==> config.mk <==
export PLATFORM = sky130hd
export DESIGN_NAME = p_s
export DESIGN_NICKNAME = d
export VERILOG_FILES = /design/src/rtl/p_s_pkg.sv /design/src/rtl/p_s.sv
export SDC_FILE = /design/constraint.sdc
export NUM_CORES = 1
export LEC_CHECK = 0
export ABC_AREA = 0
export CAP_MARGIN = 10
export CORE_MARGIN = 5
export CORE_UTILIZATION = 30
export CTS_CLUSTER_DIAMETER = 30
export CTS_CLUSTER_SIZE = 12
export DETAILED_ROUTE_END_ITERATION = 16
export PLACE_DENSITY = 0.61
export SLEW_MARGIN = 20
export SYNTH_ARGS = -nofsm -noshare
export SYNTH_HDL_FRONTEND = slang
export SYNTH_SLANG_ARGS = --single-unit
==> constraint.sdc <==
create_clock -name clk -period 4.9 [get_ports clk]
set_clock_uncertainty 0.05 [all_clocks]
set_input_delay 0.735 -clock clk [delete_from_list [all_inputs] [get_ports clk]]
set_output_delay 0.735 -clock clk [all_outputs]
set_load 0.1 [all_outputs]
==> src/rtl/p_s_pkg.sv <==
// Shared constants for the p_s / s_p serial link.
// Word geometry and the 1-bit FSM encoding.
package p_s_pkg;
   localparam int WORD_W    = 34;
   localparam int NUM_WORDS = 4;
   localparam int FRAME_W   = WORD_W * NUM_WORDS;

   localparam logic [0:0] IDLE = 1'b0;
   localparam logic [0:0] SEND = 1'b1;
endpackage

==> src/rtl/p_s.sv <==
// Parallel-to-serial converter: one frame in, NUM_WORDS words out.
// Word 0 (lowest bits) goes first so s_p can rebuild the frame.
module p_s #(
   parameter int  WORD_W    = p_s_pkg::WORD_W,
   parameter int  NUM_WORDS = p_s_pkg::NUM_WORDS,
   localparam int FRAME_W   = WORD_W * NUM_WORDS
) (
   input  logic               clk,
   input  logic               rst_n,
   input  logic [FRAME_W-1:0] data_in_1,
   input  logic               p_s_valid_in,
   output logic               p_s_ready_out,
   output logic [WORD_W-1:0]  data_out_1,
   output logic               p_s_flag_out,
   output logic               p_s_last_out,
   input  logic               p_s_ready_in
);
   import p_s_pkg::*;

   localparam int REST_W = FRAME_W - WORD_W;
   localparam int CNT_W  = $clog2(NUM_WORDS);
   localparam logic [CNT_W-1:0] LAST_CNT = CNT_W'(NUM_WORDS - 1);

   logic [0:0]        state;
   logic [CNT_W-1:0]  cnt;
   logic [REST_W-1:0] rest;
   logic              frame_acc;
   logic              word_acc;
   logic              at_last;

   assign at_last   = (cnt == LAST_CNT);
   assign frame_acc = p_s_valid_in & p_s_ready_out;
   assign word_acc  = p_s_flag_out & p_s_ready_in;

   // A new frame may enter in the same cycle the last word leaves.
   assign p_s_ready_out = (state == IDLE)
                        | ((state == SEND) & at_last & p_s_ready_in);
   assign p_s_last_out  = p_s_flag_out & at_last;

   // data_out_1 holds the current word; rest holds the words still to go.
   always_ff @(posedge clk or negedge rst_n) begin
      if (!rst_n) begin
         state        <= IDLE;
         cnt          <= '0;
         rest         <= '0;
         data_out_1   <= '0;
         p_s_flag_out <= 1'b0;
      end else begin
         unique case (state)
            IDLE: begin
               if (frame_acc) begin
                  data_out_1   <= data_in_1[WORD_W-1:0];
                  rest         <= data_in_1[FRAME_W-1:WORD_W];
                  cnt          <= '0;
                  p_s_flag_out <= 1'b1;
                  state        <= SEND;
               end
            end
            SEND: begin
               if (word_acc) begin
                  if (!at_last) begin
                     cnt        <= cnt + 1'b1;
                     data_out_1 <= rest[WORD_W-1:0];
                     rest       <= rest >> WORD_W;
                  end else if (frame_acc) begin
                     data_out_1 <= data_in_1[WORD_W-1:0];
                     rest       <= data_in_1[FRAME_W-1:WORD_W];
                     cnt        <= '0;
                  end else begin
                     cnt          <= '0;
                     p_s_flag_out <= 1'b0;
                     state        <= IDLE;
                  end
               end
            end
            default: state <= IDLE;
         endcase
      end
   end
endmodule

# Word-level counts from Yosys, hierarchy flattened
# Index checks and enable logic that the tools add are counted.
# W data, S select, Z words.
# op_classes
eq_ne,5
bitwise,7
n_mux,21
n_addsub,1
reduce_logical,2
# op_table
cell,n
$mux W102,3
$pmux W102 S2,1
$mux W34,3
$pmux W34 S2,1
$mux W1,7
$mux W2,3
$and A1 B1 Y1,5
$ne A2 B1 Y1 const B,2
$ne A2 B2 Y1 const B,2
$pmux W1 S2,2
$pmux W2 S2,1
$reduce_and A4 Y1,1
$add A2 B1 Y2 const B,1
$eq A2 B2 Y1 const B,1
$reduce_and A2 Y1,1
$not A1 Y1,1
$or A1 B1 Y1,1
# totals
in_bits,140
ff_bits,140
output_inout_bits,37
elab_cells,41

# Longest topological paths before layout
# depth
depth_word,9
depth_mapped,6

# Least setup slack after synthesis
# Ideal clock, no wire load.
# synth_path
kind,reg2out
from,register p_s_flag_out
to,output port p_s_last_out
arrival_ns,1.835
n_path_buf,0
path_slack_ns,2.280
t_required_ns,4.115
stages_incl_launch_ff,2
path_cell_list,dfrtp_1 > and2_1
# synth_between
elab_chain_cells,1
# synth_lines
element,line_no,rtl
start: declaration,p_s.sv:14,"output logic p_s_flag_out,"
start signal: assignment,p_s.sv:47,p_s_flag_out <= 1'b0;
start signal: assignment,p_s.sv:55,p_s_flag_out <= 1'b1;
start signal: assignment,p_s.sv:71,p_s_flag_out <= 1'b0;
$and A1 B1 Y1,p_s.sv:38,assign p_s_last_out = p_s_flag_out & at_last;
end: declaration,p_s.sv:15,"output logic p_s_last_out,"
# Every way passes these cells.

# Final worst setup path
# layout_path
from,input port p_s_ready_in
to,output port p_s_ready_out
# layout_between
elab_chain_cells,2
# layout_lines
element,line_no,rtl
start: declaration,p_s.sv:16,input logic p_s_ready_in
$and A1 B1 Y1,p_s.sv:37,| ((state == SEND) & at_last & p_s_ready_in);
$or A1 B1 Y1,p_s.sv:37,
end: declaration,p_s.sv:12,"output logic p_s_ready_out,"
# Every way passes these cells.

==> results.yml <==
outcome:
  outcome: "finished clean"
finish:
  finalInstanceArea_sq_mm: 0.00853
  area_occupied_by_multi_input_gates_sq_mm: 0.00229
  share_of_cells_above_drive_strength_1_pct: 39.4
  insertedDiodeCount: 0
  layoutNonFillerInstCount: 879
  final_nets: 742
  mostFrequentLayoutCell: "sky130_fd_sc_hd__clkdlybuf4s50_1"
  area.growth.synth_to_final_pct: 43.2
  final-seq-area_sq_mm: 0.00350
  layout.core_utilization_pct: 43.7
  commonest_non_fill_non_tap_cells_in_the_layout: "sky130_fd_sc_hd__clkdlybuf4s50_1, sky130_fd_sc_hd__dfrtp_1, sky130_fd_sc_hd__or2_2, sky130_fd_sc_hd__o221a_2, sky130_fd_sc_hd__a22o_1"
  n_fill_cell: 1828
placement:
  dpl-instance-area_sq_mm: 0.00794
  finalWeightedCongestion: 0.740
  placedCellCount: 847
  place_ws_ps: 1560
  post_dp_hpwl_mm: 10.9
  io_buffers: 176
clocking:
  cts.hold.buffers_added: 0
  clock_sink_count: 140
  clkSlewWorstSetupHoldPaths_ps: 60
  cts-resized-gates: 0
  htreeDepth: 4
  cts-root-to-sink-buffers: 2
  post-cts-setup-buffers: 0
  cts_buffers: 17
  cts-root-buf: "sky130_fd_sc_hd__clkbuf_16"
  worstSkewPairLatency_ps: 410
  tritoncts_clock_tree: "yes"
sta:
  fin_setup_tns_ps: 0
  fin_crit_ps: 3350
  layout_worst_path_cycle_share_pct: 68.4
  smallest_hold_slack_ps: 288
  final.setup.worst_slack_ps: 1550
  finalSetupViolations: 0
  report.final.slew_viol_count: 0
  report.final.hold_viol_count: 0
  rsz0062_at_grt: "false"
  slew_headroom_pct: 29.6
  tightest_slew_ps: 1050
  max_clock_freq_mhz: 298
pwr:
  cellLeakagePower_nw: 3.25
  power_mw: 5.22
  powerDensity_mw_per_mm2: 612
  power.ir.vdd_worst_uv: 269
detailed_routing:
  detail-route-antenna-nets: 0
  drt-wirelength-per-cell_microns: 18.0
  routed_wl_mm: 15.8
  routed-via-count: 4268
  viasPerCell: 4.86
  detailedRoute.firstIterationViolations: 175
  remaining_drc_errors: 0
  pre_antenna_drt_iters: 4
floorplanning:
  core_region_area_sq_mm: 0.0195
  row_count: 51
  start_util_pct: 30.5
  fp.dieH_microns: 151
  fp.dieW_microns: 151
  ioPinCount: 177
  fp.dieArea_sq_mm: 0.0228
global_routing:
  total_global_routing_overflow: 0
  initial_antenna_violation_count: 0
  grt_usage_pct: 14.0
  first_pass_grt_wire_length_mm: 24.9
  grt_max_degree: 77
  grt_pass1_vias: 4582
worst_setup_path:
  setup.worst_path.start_class: "primary input"
  required_time_worst_endpoint_ps: 4120
  worst_setup_path_end_kind: "primary output"
  r2r_setup_slack_ps: 2430
  critPathKind: "in2out"
  timing.critical_path.arrival_ps: 2570
  r2r.worst_path.cells: 5
  r2r_end: "rest[61]"
  worstPathMaxFanout: 4
  worstReg2RegStart: "cnt[0]"
yosys:
  ys_top_cells_by_area: "sky130_fd_sc_hd__dfrtp_1, sky130_fd_sc_hd__o221a_2, sky130_fd_sc_hd__or2_2, sky130_fd_sc_hd__a22o_1, sky130_fd_sc_hd__buf_2"
  synth.yosys.seq_area_share_pct: 58.8
  synth.ff_latch_count: 140
  synth_area_sq_mm: 0.00596
  avgSynthCellArea_sq_um: 13.5
  yosysTopAreaCellShare_pct: 58.8
  synth_area_leader_cell: "sky130_fd_sc_hd__dfrtp_1"
  syn_nets: 581
  synth-async-reset-ratio_pct: 100
  synth.yosys.warnings: 0
  synthesized_instance_count: 440
  post_synth_num_cell_types: 26
  yosys_most_used_dff: "sky130_fd_sc_hd__dfrtp_1"
  edff_count_synth: 0
flow_run:
  max_cap_viol_count: 0
hold_path:
  hp_class: "in2async"
==> Yosys cell counts (all sizes together) (2+ instances only) <==
library cell  number
o221a            102
clkbuf            12
a22o              36
dfrtp            140
buf               29
nor2               2
or2              102
nand2              3
==> flip-flops by register name, summed over array words and instances (netlist names) <==
register      cells
rest            102
state             1
data_out_1       34
p_s_flag_out      1
cnt               2
==> kinds of logic (layout without fill, tap and decap cells) <==
family	count (synthesis)	count (layout)	share of synthesized area, %
compound gates	145	145	25.6
xor+xnor	1	1	0.147
fa+ha+maj	1	1	0.210
buf+inv	41	215	3.63
flops	140	140	58.8
mux	1	1	0.189
simple gates	111	111	11.5
==> layout make-up <==
class,count,share of cell area [%]
flip-flops and latches,140,41.1
multi-input cells,259,26.8
repair buffers,183,21.3
clock buffers,18,5.15
well taps,265,3.89
clock inverters,14,1.83
==> critical path, cell delays in order <==
cell,delay (ps)
sky130_fd_sc_hd__clkdlybuf4s50_1,540
sky130_fd_sc_hd__nand2_1,90
sky130_fd_sc_hd__nand2_1,70
sky130_fd_sc_hd__clkdlybuf4s50_1,1130
==> how the worst max path moves through the flow <==
stage          slack (ps)  cells past startpoint    startpoint            end
2_1_floorplan        2280                      1  p_s_flag_out   p_s_last_out
3_3_place_gp         1580                      4  p_s_ready_in  p_s_ready_out
3_5_place_dp         1560                      4  p_s_ready_in  p_s_ready_out
4_1_cts              1560                      4  p_s_ready_in  p_s_ready_out
5_1_grt              1500                      4  p_s_ready_in  p_s_ready_out
6_report             1550                      4  p_s_ready_in  p_s_ready_out
==> routing by layer <==
layer	global-route usage, %	routed length (microns)	part of all wire, %
met1	18.8	7140	45
met2	21.7	7320	46
met3	4.61	1080	6.8
met4	4.35	276	1.7
met5	0	0	0
==> where the power goes <==
| part | leakage, nW | internal [mW] | switching (mW) | total (mW) |
|---|---|---|---|---|
| sequential | 1.61 | 1.63 | 0.259 | 1.89 |
| clock | 0.281 | 0.773 | 0.522 | 1.29 |
| combinational | 1.35 | 0.814 | 1.22 | 2.04 |
Note: power is estimated with default switching activity, not from simulation.
